### src/rtl/barrel_pkg.sv
// Shared constants and helpers for the barrel rotator.
package barrel_pkg;

    // Default word width of the rotator.
    localparam int BARREL_DATA_SIZE_DEF = 8;

    // Width of the rotate-amount select for a given word width.
    function automatic int barrel_sel_width(input int data_size);
        return $clog2(data_size);
    endfunction

    // True when the word width is a power of two and at least 2.
    function automatic bit barrel_size_ok(input int data_size);
        return (data_size >= 2) && ((data_size & (data_size - 1)) == 0);
    endfunction

endpackage

### src/rtl/barrel_rot_stage.sv
// One fixed-amount stage of the logarithmic rotator.
// When en_i is set the word is rotated left by SHIFT. Otherwise it passes through.
module barrel_rot_stage
    import barrel_pkg::*;
#(
    parameter int data_size = BARREL_DATA_SIZE_DEF,
    parameter int SHIFT     = 1
) (
    input  logic                 en_i,
    input  logic [data_size-1:0] data_i,
    output logic [data_size-1:0] rot_o
);

    // Fixed wiring: the top SHIFT bits wrap around to the bottom.
    always_comb begin
        rot_o = data_i;
        if (en_i) begin
            rot_o = {data_i[data_size-SHIFT-1:0], data_i[data_size-1:data_size-SHIFT]};
        end else begin
            rot_o = data_i;
        end
    end

endmodule

### src/rtl/barrel.sv
// Registered barrel rotator. On each clock edge it captures either Data_in or
// its own output, rotates that word left by Select, and registers the result.
module barrel
    import barrel_pkg::*;
#(
    parameter int data_size = BARREL_DATA_SIZE_DEF,
    localparam int SEL_W    = barrel_sel_width(data_size)
) (
    input  logic                 Clock,
    input  logic                 Reset,
    input  logic                 Load,
    input  logic [SEL_W-1:0]     Select,
    input  logic [data_size-1:0] Data_in,
    output logic [data_size-1:0] Data_out
);

    // Refuse to build for widths the stage chain cannot rotate correctly.
    generate
        if (!barrel_size_ok(data_size)) begin : g_bad_size
            $error("barrel: data_size must be a power of two and at least 2");
        end
    endgenerate

    logic [data_size-1:0] data_q;
    logic [data_size-1:0] data_d;
    logic [data_size-1:0] src_s;
    logic [data_size-1:0] stage_s [0:SEL_W];

    // Pick the word to rotate: a fresh load or the recirculated output.
    always_comb begin
        src_s = data_q;
        if (Load) begin
            src_s = Data_in;
        end else begin
            src_s = data_q;
        end
    end

    assign stage_s[0] = src_s;

    // Stage k rotates by 2^k when Select[k] is set; the chain composes any amount.
    generate
        for (genvar k = 0; k < SEL_W; k++) begin : g_stage
            barrel_rot_stage #(
                .data_size (data_size),
                .SHIFT     (2 ** k)
            ) u_stage (
                .en_i   (Select[k]),
                .data_i (stage_s[k]),
                .rot_o  (stage_s[k+1])
            );
        end
    endgenerate

    assign data_d = stage_s[SEL_W];

    // Output register; reset clears it immediately and wins over a coincident edge.
    always_ff @(posedge Clock or posedge Reset) begin
        if (Reset) begin
            data_q <= {data_size{1'b0}};
        end else begin
            data_q <= data_d;
        end
    end

    assign Data_out = data_q;

endmodule

### config.mk
export PLATFORM = sky130hd
export DESIGN_NAME = barrel
export DESIGN_NICKNAME = d
export VERILOG_FILES = /design/src/rtl/barrel_pkg.sv /design/src/rtl/barrel_rot_stage.sv /design/src/rtl/barrel.sv
export SDC_FILE = /design/constraint.sdc
export NUM_CORES = 1
export LEC_CHECK = 0
export ABC_AREA = 1
export CORE_UTILIZATION = 47
export CTS_CLUSTER_DIAMETER = 30
export DETAILED_ROUTE_END_ITERATION = 8
export PLACE_DENSITY = 0.81
export SETUP_SLACK_MARGIN = 0.05
export SYNTH_ARGS = -nofsm -noshare
export SYNTH_HDL_FRONTEND = slang
export SYNTH_SLANG_ARGS = --single-unit
export TNS_END_PERCENT = 1
### constraint.sdc
create_clock -name Clock -period 2.2 [get_ports Clock]
set_input_delay 0.44 -clock Clock [delete_from_list [all_inputs] [get_ports Clock]]
set_output_delay 0.44 -clock Clock [all_outputs]
set_load 0.03 [all_outputs]
# ---- After elaboration in Yosys (flattened, before gate mapping)
# Index checks and enable logic that the tools add are counted.
dict set report classes {
  n_mux 4
}
# op count
set op_table {}
lappend op_table {{two-way mux 8 bit} 4}
dict set report word_totals {
  register_bits 8
  input_bits 14
  output_inout_bits 8
  wordCells 5
}

# ---- Logic depth before layout (Yosys ltp)
# Gate-level depths: netlist of run 1.
dict set report logic_depth {
  depth_word 4
  mapped_depth 8
  mapped_depth_nobuf 7
}

# ---- Hierarchy
# From an unflattened synthesis of run 1, not the netlist that was laid out.
dict set report unflattened {
  hier_cells 113
  hier_area_um2 624.3
}
# module instances cells_per_inst area_per_inst_um2 seq_area_each_um2
set by_module_without_submodules {}
lappend by_module_without_submodules {barrel_rot_stage 3 26 105.1 0.0}
lappend by_module_without_submodules {barrel 1 35 309.0 200.2}

# ---- Worst setup path after synthesis of run 1
# OpenSTA, ideal clock, no wires.
dict set report synth_path {
  kind {in2reg}
  startpoint {in Select[0]}
  endpoint {reg data_q[1] (netlist: Data_out[1])}
  setup_time_ns 0.116
  arrival_ns 0.972
  required_ns 2.084
  path_slack_ns 1.111
  path_stages 7
  path_buffers 1
  cell_sequence {buf_6 > inv_2 > nand3_1 > nand3_1 > nand2_1 > nand2_1 > nand2_1}
}
dict set report synth_via {
  elab_chain_cells 3
}
# item line_no
set synth_lines {}
lappend synth_lines {{start, declared} barrel.sv:12} ;# input logic [SEL_W-1:0] Select,
lappend synth_lines {{two-way mux 8 bit (3 in a row)} barrel_rot_stage.sv:17} ;# if (en_i) begin
lappend synth_lines {{net data_d[1]} barrel.sv:25} ;# logic [data_size-1:0] data_d;
lappend synth_lines {{end signal, assigned} barrel.sv:60} ;# data_q <= {data_size{1'b0}};
lappend synth_lines {{end signal, assigned} barrel.sv:62} ;# data_q <= data_d;
lappend synth_lines {{end, declared} barrel.sv:24} ;# logic [data_size-1:0] data_q;
# The timed path passes the listed nets, and every way through them passes these cells.

# ---- Worst setup path after layout of run 1
dict set report layout_path {
  startpoint {reg data_q[1] (netlist: Data_out[1])}
  endpoint {out Data_out[1]}
}
# item line_no
set layout_lines {}
lappend layout_lines {{end, declared} barrel.sv:14} ;# output logic [data_size-1:0] Data_out
# No word-level cell between the ends.

==> flow_summary_export.csv, run 1 <==
group,metric,value,unit
run_status,status,"finished clean",
logic_synthesis,ys_seq_area_share,30.2,%
clock_tree,clockBufferDepth,2,
global_routing,grt_usage,25.1,%
sta,worst_pin_slew,0.447,ns
global_routing,overflow,0,
floorplan,start_util,50.9,%
global_routing,grt_start_max_net_pins,10,
pwr,p_clk_share,21.2,%
routing,wirelength,1.58,mm
layout,multi_input_area,390,um^2
logic_synthesis,syn_area_per_cell,6.82,um^2
place,dp_hpwl,1.26,mm
layout,final_cells,133,
sta,setup_violations,0,
clock_tree,clkSlewWorstSetupHoldPaths,0.05,ns
worst_setup_path,cpPeakStageDelay,0.69,ns
clock_tree,htreeDepth,1,
worst_setup_path,criticalPathCategory,"reg -> out",
sta,layout_worst_path_cycle_share,79.6,%
floorplan,row_count,13,
worst_setup_path,required,1.76,ns
worst_setup_path,crit_arrival,1.31,ns
routing,wl_per_cell,11.9,um
clock_tree,post_cts_buffers,0,
sta,min_period,1.75,ns
pwr,internal_power,0.319,mW
logic_synthesis,ys_warn_count,0,
floorplan,die_w,39.5,um
clock_tree,cts_resized,0,
layout,nets,134,
worst_setup_path,critical_path_buf_inv_count,1,
pwr,p_sw,0.188,mW
routing,vias,700,
routing,firstDrtPassIters,4,
floorplan,die_height,39.5,um
worst_setup_path,path_delay_family,"buffers and inverters",
sta,drv_slew,0,
pwr,power_density,579,nW/um^2
logic_synthesis,ys_ff_latch,8,
place,place_inst,130,
logic_synthesis,yosysUniqueCellTypes,9,
place,place_congestion,0.864,
place,dpl_cell_area,853,um^2
layout,layout_common_cells,"nand2_1 (40), nand3_1 (26), clkdlybuf4s50_1 (21)",
sta,hold_slack,0.424,ns
worst_setup_path,rr_worst_depth,6,
worst_setup_path,crit_path_start_kind,"flop",
worst_setup_path,end_kind,"output pin",
sta,relSlewSlack,70.1,%
floorplan,design.core.area,1300,um^2
floorplan,ioPinCount,22,
layout,area_delta_synth_final,32.3,%
layout,final_common_cell,"nand2_1",
clock_tree,root_buffer,"clkbuf_4",
logic_synthesis,syn_area,662,um^2
clock_tree,insertion_delay,0.25,ns
pwr,p_seq_share,35.9,%
routing,viasPerCell,5.26,
routing,drtIter0Drc,30,
worst_setup_path,slowest_stage,"clkdlybuf4s50_1",
routing,drtAntennaViolNets,0,
sta,rsz0062_at_grt,"no",
worst_setup_path,path_cells,"clkdlybuf4s50_1",
logic_synthesis,synth_fp_nets,111,
floorplan,die-area,1560,um^2
pwr,sw_frac_of_total,37.1,%
clock_tree,holdBufCountCts,0,
global_routing,grt_pass1_vias,623,
worst_setup_path,r2r_start,"Data_out[5]",
clock_tree,cts_buffers,3,
worst_setup_path,r2r_slack,1.19,ns
pwr,p_comb_share,42.9,%
global_routing,grt_pass1_wl,2.56,mm
global_routing,antenna_found_initial,0,
worst_hold_path,hp-class,"in -> async",
sta,hold_viol_final,0,
run,maxCapViolCount,0,
layout,fillers,132,
layout,regArea,200,um^2
worst_setup_path,crit_fanout,2,
layout,largest_reg_flops,8,
clock_tree,numClockSinks,8,
layout,drive_above_1_share,16.9,%
place,io_buffers,21,
routing,post-route-drc-count,0,
sta,fin_tns_setup,0,ns
pwr,cellLeakagePower,0.446,nW
pwr,power.total,0.507,mW
logic_synthesis,netlist_instances,97,
clock_tree,cts_tree,"built",
sta,finClkSkew,0.00542,ns
layout,n_antenna_cell,0,
worst_setup_path,r2r_end,"Data_out[5]",
layout,final_area,876,um^2
pwr,ir_worst_vdd,0.000401,V
sta,fmax,571,MHz
[through the flow]
step / worst slack, ns / util [%]
after floorplan: 1.11 / -
final: 0.448 / 67.3
after CTS: 0.446 / 67.3
after detailed placement: 0.302 / 65.6
after global routing: 0.399 / 67.3
after global placement: 0.326 / 65.6
[cell type report]
class | count | area share [%]
Multi-Input combinational cell | 80 | 44.6
Tap cell | 15 | 2.14
Inverter | 5 | 3.00
Clock buffer | 3 | 2.57
Timing Repair Buffer | 22 | 24.9
Sequential cell | 8 | 22.9
[Yosys cell counts]
library cell	count	area share [%]
nand2_2	8	7.6
inv_2	1	0.57
buf_6	4	6.8
inv_8	1	1.7
nand3_2	6	9.1
nand2_1	40	23
nand3_1	26	20
inv_1	3	1.7
dfrtp_1	8	30
[metal layers]
metal  part of all wire (%)  track usage, %
met1                     45            30.8
met2                     48            41.4
met3                    4.5            3.41
met4                    2.1            13.8
met5                      0               0
[how the worst max path moves through the flow]
stage / from / end / slack, ns / cells past startpoint
2_1_floorplan: Select[0] / Data_out[1] / 1.11 / 7
3_3_place_gp: Load / Data_out[7] / 0.33 / 8
3_5_place_dp: Load / Data_out[5] / 0.30 / 8
4_1_cts: Data_out[1] / Data_out[1] / 0.45 / 1
5_1_grt: Data_out[1] / Data_out[1] / 0.40 / 1
6_report: Data_out[1] / Data_out[1] / 0.45 / 1
[logic make-up (layout without fill, tap and decap cells)]
family | count (synthesis) | count (layout) | share of synthesized area [%]
and+or+nand+nor | 80 | 80 | 59.0
DFF | 8 | 8 | 30.2
buffers and inverters | 9 | 30 | 10.8
[power groups by stage]
stage | Clock (mW) | Combinational, mW | Sequential, mW
after floorplan | 0 | 0.101 | 0.222
after global placement | 0 | 0.214 | 0.184
after detailed placement | 0 | 0.217 | 0.185
after CTS | 0.109 | 0.218 | 0.182
after global routing | 0.122 | 0.239 | 0.183
final | 0.108 | 0.218 | 0.182
Power figures use the tool's default switching activity.
==> run 2, diff against run 1 <==
Settings changed: CORE_ASPECT_RATIO set to 0.9, CORE_UTILIZATION 47 to 44, PLACE_DENSITY 0.81 to 0.76.
Clock period 2.2 ns to 1.82 ns, I/O delays scaled along.
==> flow_summary_export.csv, run 2 (synthesis results as in run 1) <==
group,metric,value,unit
worst_setup_path,crit_arrival,1.32,ns
routing,wl_per_cell,12.0,um
global_routing,grt_pass1_vias,610,
worst_setup_path,criticalPathCategory,"reg -> out",
clock_tree,htreeDepth,1,
clock_tree,cts_resized,0,
worst_setup_path,crit_path_start_kind,"flop",
global_routing,overflow,0,
run,maxCapViolCount,0,
worst_setup_path,crit_fanout,2,
worst_hold_path,hp-class,"in -> async",
run_status,status,"finished clean",
sta,drv_slew,0,
worst_setup_path,rr_worst_depth,6,
place,pre_cts_ws,0.184,ns
routing,firstDrtPassIters,4,
sta,fmax,595,MHz
floorplan,start_util,50.1,%
layout,n_antenna_cell,0,
pwr,power_density,685,nW/um^2
floorplan,ioPinCount,22,
sta,min_period,1.68,ns
layout,final_common_cell,"nand2_1",
global_routing,grt_pass1_wl,2.57,mm
sta,fin_tns_setup,0,ns
floorplan,row_count,12,
pwr,cellLeakagePower,0.465,nW
layout,multi_input_area,390,um^2
clock_tree,cts_tree,"built",
pwr,power.total,0.623,mW
global_routing,grt_usage,22.1,%
routing,drtAntennaViolNets,0,
sta,hold_viol_final,0,
clock_tree,clkSlewWorstSetupHoldPaths,0.05,ns
floorplan,die_w,42.9,um
layout,regArea,200,um^2
clock_tree,insertion_delay,0.25,ns
global_routing,grt_start_max_net_pins,10,
place,dp_hpwl,1.31,mm
sta,finClkSkew,0.00377,ns
sta,rsz0062_at_grt,"no",
clock_tree,numClockSinks,8,
routing,wirelength,1.62,mm
layout,post-route-util,68.8,%
layout,nets,137,
worst_setup_path,end_kind,"output pin",
worst_setup_path,path_cells,"clkdlybuf4s50_1",
clock_tree,clockBufferDepth,2,
worst_setup_path,cpPeakStageDelay,0.69,ns
sta,layout_worst_path_cycle_share,92.4,%
worst_setup_path,required,1.46,ns
clock_tree,root_buffer,"clkbuf_4",
worst_setup_path,critical_path_buf_inv_count,1,
worst_setup_path,slowest_stage,"clkdlybuf4s50_1",
routing,viasPerCell,5.26,
worst_setup_path,r2r_end,"Data_out[0]",
floorplan,design.core.area,1320,um^2
layout,layout_common_cells,"nand2_1 (40), nand3_1 (26), clkdlybuf4s50_1 (21)",
worst_setup_path,path_delay_family,"buffers and inverters",
global_routing,antenna_found_initial,0,
clock_tree,holdBufCountCts,0,
routing,vias,710,
clock_tree,cts_buffers,3,
sta,setup_ws,0.139,ns
floorplan,die_height,38.8,um
place,place_congestion,0.958,
pwr,ir_worst_vdd,0.000699,V
layout,largest_reg_flops,8,
sta,relSlewSlack,79.4,%
place,io_buffers,21,
routing,drtIter0Drc,27,
sta,setup_violations,0,
clock_tree,post_cts_buffers,0,
floorplan,die-area,1660,um^2
layout,fillers,129,
routing,post-route-drc-count,0,
worst_setup_path,r2r_start,"Data_out[4]",
layout,drive_above_1_share,19.0,%
sta,worst_pin_slew,0.308,ns
worst_setup_path,r2r_slack,0.84,ns
layout,area_delta_synth_final,37.4,%
-- run 2: worst max-delay path by stage --
stage | start | to | slack (ns) | cells after the start
3_3_place_gp | Load | Data_out[1] | 0.22 | 9
5_1_grt | Data_out[4] | Data_out[4] | 0.11 | 1
6_report | Data_out[4] | Data_out[4] | 0.14 | 1
3_5_place_dp | Load | Data_out[0] | 0.18 | 9
2_1_floorplan | Data_out[7] | Data_out[0] | 0.80 | 6
4_1_cts | Data_out[0] | Data_out[0] | 0.16 | 1
-- run 2: per-layer routing --
layer	GRT usage [%]	wire length, um	share of wire [%]	vias up
met1	25.8	691	43	311
met3	6.07	114	7.0	2
met5	0	0	0	-
li1	-	-	-	367
met4	7.03	14	0.87	0
met2	39.4	798	49	30
-- run 2: final cells by class --
class,instances,share of cell area (%)
clock buffers,3,2.48
flip-flops and latches,8,22.0
well taps,14,1.93
inverters,5,2.89
repair buffers,25,27.8
multi-input cells,80,42.9
-- run 2: through the flow --
step	cells	area [um^2]	hold WS, ns
floorplan	97	662	0.180
global placement	132	887	0.616
detailed placement	132	887	0.629
CTS	135	910	0.365
global route	135	910	0.365
finish	135	910	0.355
-- run 2: power by group --
group	internal, mW	total, mW	switching [mW]
Sequential	0.202	0.221	0.0189
Combinational	0.117	0.272	0.156
Clock	0.0751	0.130	0.0550
==> run 3, diff against run 2 <==
--- a/config.mk
+++ b/config.mk
@@ -11,5 +11,5 @@
 export CTS_CLUSTER_DIAMETER = 30
 export DETAILED_ROUTE_END_ITERATION = 8
-export PLACE_DENSITY = 0.76
+export PLACE_DENSITY = 0.8
 export SETUP_SLACK_MARGIN = 0.05
 export SYNTH_ARGS = -nofsm -noshare
==> constraint.sdc (replaced) <==
create_clock -name Clock -period 1.82 [get_ports Clock]
set_input_delay 0.455 -clock Clock [delete_from_list [all_inputs] [get_ports Clock]]
set_output_delay 0.455 -clock Clock [all_outputs]
set_load 0.03 [all_outputs]
==> flow_summary_export.csv, run 3 (synthesis results as in run 1) <==
group,metric,value,unit
sta,drv_slew,0,
layout,area_delta_synth_final,37.6,%
routing,wirelength,1.66,mm
floorplan,die_height,38.8,um
routing,drtAntennaViolNets,0,
sta,relSlewSlack,79.0,%
sta,rsz0062_at_grt,"yes",
place,dp_hpwl,1.35,mm
routing,firstDrtPassIters,4,
routing,viasPerCell,5.27,
global_routing,overflow,0,
clock_tree,insertion_delay,0.25,ns
clock_tree,clkSlewWorstSetupHoldPaths,0.05,ns
clock_tree,numClockSinks,8,
global_routing,grt_pass1_vias,662,
place,place_congestion,0.881,
global_routing,grt_start_max_net_pins,10,
global_routing,antenna_found_initial,0,
worst_setup_path,criticalPathCategory,"reg -> out",
worst_hold_path,hp-class,"in -> async",
routing,drtIter0Drc,30,
run,maxCapViolCount,0,
floorplan,start_util,50.1,%
worst_setup_path,crit_fanout,2,
layout,fillers,114,
worst_setup_path,critical_path_buf_inv_count,1,
routing,post-route-drc-count,0,
worst_setup_path,slowest_stage,"clkdlybuf4s50_1",
floorplan,row_count,12,
run_status,status,"finished clean",
layout,largest_reg_flops,8,
clock_tree,cts_tree,"built",
clock_tree,root_buffer,"clkbuf_4",
clock_tree,htreeDepth,1,
pwr,power.total,0.625,mW
floorplan,design.core.area,1320,um^2
layout,layout_common_cells,"nand2_1 (40), nand3_1 (26), clkdlybuf4s50_1 (19)",
worst_setup_path,end_kind,"output pin",
sta,hold_viol_final,0,
floorplan,die_w,42.9,um
layout,nets,137,
layout,n_antenna_cell,0,
sta,fin_tns_setup,0,ns
sta,fmax,568,MHz
worst_setup_path,required,1.36,ns
sta,hold_slack,0.448,ns
pwr,ir_worst_vdd,0.000460,V
floorplan,die-area,1660,um^2
clock_tree,post_cts_buffers,0,
sta,layout_worst_path_cycle_share,96.7,%
clock_tree,clockBufferDepth,2,
worst_setup_path,path_delay_family,"buffers and inverters",
global_routing,grt_pass1_wl,2.78,mm
global_routing,grt_usage,22.6,%
worst_setup_path,path_cells,"clkdlybuf4s50_1",
worst_setup_path,cpPeakStageDelay,0.68,ns
clock_tree,cts_buffers,3,
sta,worst_pin_slew,0.314,ns
layout,drive_above_1_share,19.0,%
routing,vias,712,
sta,finClkSkew,0.000159,ns
worst_setup_path,crit_path_start_kind,"flop",
layout,final_common_cell,"nand2_1",
pwr,cellLeakagePower,0.478,nW
sta,min_period,1.76,ns
pwr,power_density,686,nW/um^2
worst_setup_path,crit_arrival,1.31,ns
clock_tree,holdBufCountCts,0,
place,io_buffers,21,
routing,wl_per_cell,12.3,um
sta,setup_violations,0,
floorplan,ioPinCount,22,
[run 3: final timing paths]
check                      cells after the start  slack, ns           to        start
setup / recovery                               1       0.06  Data_out[1]  Data_out[1]
hold / removal                                 2       0.45  Data_out[1]        Reset
setup reg to reg                               6       0.83  Data_out[0]  Data_out[0]
hold reg to reg                                6       0.78  Data_out[2]  Data_out[3]
max in group asynchronous                      2       1.15  Data_out[2]        Reset
min in group Clock                             6       0.78  Data_out[2]  Data_out[3]
[run 3: per-layer routing]
| metal | GRT usage, % | vias up | part of all wire, % |
|---|---|---|---|
| met1 | 30.5 | 322 | 46 |
| met3 | 2.80 | 0 | 6.6 |
| met2 | 37.5 | 27 | 48 |
| li1 | - | 363 | - |
| met5 | 0 | - | 0 |
| met4 | 7.81 | 0 | 0 |
[run 3: report_power, final]
part | leakage, nW | internal, mW | switching [mW]
combinational | 0.366 | 0.114 | 0.156
sequential | 0.0981 | 0.202 | 0.0192
clock | 0.0138 | 0.0754 | 0.0593
[run 3: timing repair]
item / 4_1_cts / 5_1_grt
gates resized for setup: 1 / 1
gates cloned: 0 / 0
endpoints found under the hold margin: 0 / 0
endpoints found under the setup margin: 1 / 6
[run 3: per-stage QoR]
stage               cell area, um^2  setup WS [ns]  cells  util (%)
floorplan                       662          0.716     97         -
global placement                887          0.124    132      67.1
detailed placement              887          0.106    132      67.1
CTS                             908         0.0500    135      68.8
global route                    911         0.0310    135      68.9
finish                          911         0.0597    135      68.9
[run 3: layout make-up]
type | count | area [um^2] | area share (%)
sequential | 8 | 200 | 22.0
clock buffer | 3 | 22.5 | 2.47
tap | 14 | 17.5 | 1.92
multi-input combinational | 80 | 390 | 42.9
inverter | 5 | 26.3 | 2.88
timing repair buffer | 25 | 254 | 27.9
==> variant: new RTL, flow settings as in run 3 <==
Register the inputs `Load`, `Select` and `Data_in` before use, cleared by the reset. The logic sees them one clock later. Comments in the files are not updated.
--- a/src/rtl/barrel.sv
+++ b/src/rtl/barrel.sv
@@ -14,6 +14,22 @@
     output logic [data_size-1:0] Data_out
 );
 
+    logic Load_q;
+    logic [SEL_W-1:0] Select_q;
+    logic [data_size-1:0] Data_q;
+
+    always_ff @(posedge Clock or posedge Reset) begin
+        if (Reset) begin
+            Load_q   <= '0;
+            Select_q <= '0;
+            Data_q   <= '0;
+        end else begin
+            Load_q   <= Load;
+            Select_q <= Select;
+            Data_q   <= Data_in;
+        end
+    end
+
     // Refuse to build for widths the stage chain cannot rotate correctly.
     generate
         if (!barrel_size_ok(data_size)) begin : g_bad_size
@@ -29,8 +45,8 @@
     // Pick the word to rotate: a fresh load or the recirculated output.
     always_comb begin
         src_s = data_q;
-        if (Load) begin
-            src_s = Data_in;
+        if (Load_q) begin
+            src_s = Data_q;
         end else begin
             src_s = data_q;
         end
@@ -45,7 +61,7 @@
                 .data_size (data_size),
                 .SHIFT     (2 ** k)
             ) u_stage (
-                .en_i   (Select[k]),
+                .en_i   (Select_q[k]),
                 .data_i (stage_s[k]),
                 .rot_o  (stage_s[k+1])
             );
Check against the original RTL: not equivalent (Yosys sat finds a counterexample within 4 cycles, from zero or initial values and one cycle with Reset high).
==> variant against run 3 <==
  * Synthesized cell count increased by 12%
  * Setup slack better by 0.21 ns
  * Global-route usage shrank 2.7 points
  * Sequential power increased by 130%
  * Synthesized area up 45%
  * Routed wire length up 24%
  * Total power up 62%
  * Sequential cell count grew 12
  * Final area grew 31%
  * Register-to-register slack got worse by 0.34 ns
  * Die area is 43% higher
  * Highest routed layer is now met4
==> variant: results <==
[status]
outcome = "finished, final reports clean"

[global_routing]
grt_use_total_pct = 19.9
grt_pass1_vias = 748
use_met2_pct = 31.3
antenna_found_initial = 0
grt_max_degree = 21
met1_usage_pct = 24.2
use_met3_pct = 6.93
grt_pass1_wl_um = 3300

[detailed_routing]
drt-met1-wl_um = 820
wl_met3_um = 212
avgViaCountPerCell = 5.38
vias = 839
routed_wl_um = 2050
met2WireLength_um = 985
highest_layer = "met4"
drtIter0Drc = 39
firstDrtPassIters = 4

[clock_network]
cts.clk_slew.worst_paths_ns = 0.11
cts_made_buffers = 3
cts_root_buffer = "clkbuf_4"
cts_setup_buffers = 0
insertion_delay_ns = 0.31
clockBufferDepth = 2
ctsResizeCount = 8

[layout]
n_antenna_cell = 0
drive_gt1_share_pct = 16.0
fillers = 186
final_core_util_pct = 59.9
final_nets = 146

[placed_design]
dpl_cell_area_um2 = 1170
detailed_place_hpwl_um = 1530
port_buffers = 21
pre_cts_ws_ns = 0.342
gp_congestion = 0.956

[synth]
netlist_top_cells_count = "40 x nand2_1, 26 x nand3_1, 20 x dfrtp_1"
synth_cell_type_count = 9
synth_compound_area_share_pct = 0
synth_xor_area_share_pct = 0
synthCells = 109
seq_area_frac_synth_pct = 52.0
synthTopCellsByArea = "dfrtp_1 52%, nand2_1 16%, nand3_1 14%"
synth_edf_count = 0
syn_nets = 123
synthArstFlopShare_pct = 100
ys_warn_count = 0
synthMuxAreaShare_pct = 0
synth-adder-area-share_pct = 0

[timing]
worst_pin_slew_ns = 0.435
fin_skew_ns = 0.00699

[worst_hold_path]
hold_path_class = "input port to asynchronous set/reset pin"

[worst_setup_path]
max_stage_delay_ns = 0.40
slowest_stage = "dlygate4sd2_1"
path_max_fanout = 2
arrival_ns = 1.10

[power]
power_leakage_uw = 0.000610
peakVddDrop_mv = 0.507
[variant: cell count changes in the layout (fill, tap and decap cells not counted)]
cell	delta
dfrtp_1	+12
dlygate4sd2_1	+7
clkdlybuf4s50_1	-6
buf_4	-2
buf_12	-1
clkbuf_8	+1
dlymetal6s2s_1	-1
[variant: worst paths after layout]
path | startpoint | end | slack (ns) | cells past startpoint
hold / removal | Reset | Data_q[5]$_DFF_PP0_ | 0.45 | 3
setup / recovery | Data_out[5]$_DFF_PP0_ | Data_out[5] | 0.27 | 1
min in group Clock | Data_in[5] | Data_q[5]$_DFF_PP0_ | 0.57 | 1
hold reg to reg | Select_q[2]$_DFF_PP0_ | Data_out[6]$_DFF_PP0_ | 0.66 | 2
setup reg to reg | Select_q[0]$_DFF_PP0_ | Data_out[1]$_DFF_PP0_ | 0.49 | 6
max in group asynchronous | Reset | Data_out[3]$_DFF_PP0_ | 1.16 | 3
[variant: power breakdown]
| group | internal (uW) | total (uW) | switching [uW] | leakage (uW) |
|---|---|---|---|---|
| Clock | 122 | 259 | 137 | 0.0000210 |
| Combinational | 91.7 | 242 | 150 | 0.000351 |
| Sequential | 481 | 512 | 30.9 | 0.000238 |
| Total | 695 | 1010 | 318 | 0.000610 |
[variant: area by class of cell]
cell class | instances | area share [%]
sequential | 20 | 42.0
multi-input combinational | 80 | 32.7
timing repair buffer | 22 | 17.4
clock buffer | 4 | 3.04
tap | 25 | 2.62
inverter | 5 | 2.20
[variant: kinds of logic (layout without fill, tap and decap cells)]
| kind of cell | Yosys count | count (layout) |
|---|---|---|
| flops | 20 | 20 |
| buf+inv | 9 | 31 |
| simple gates | 80 | 80 |
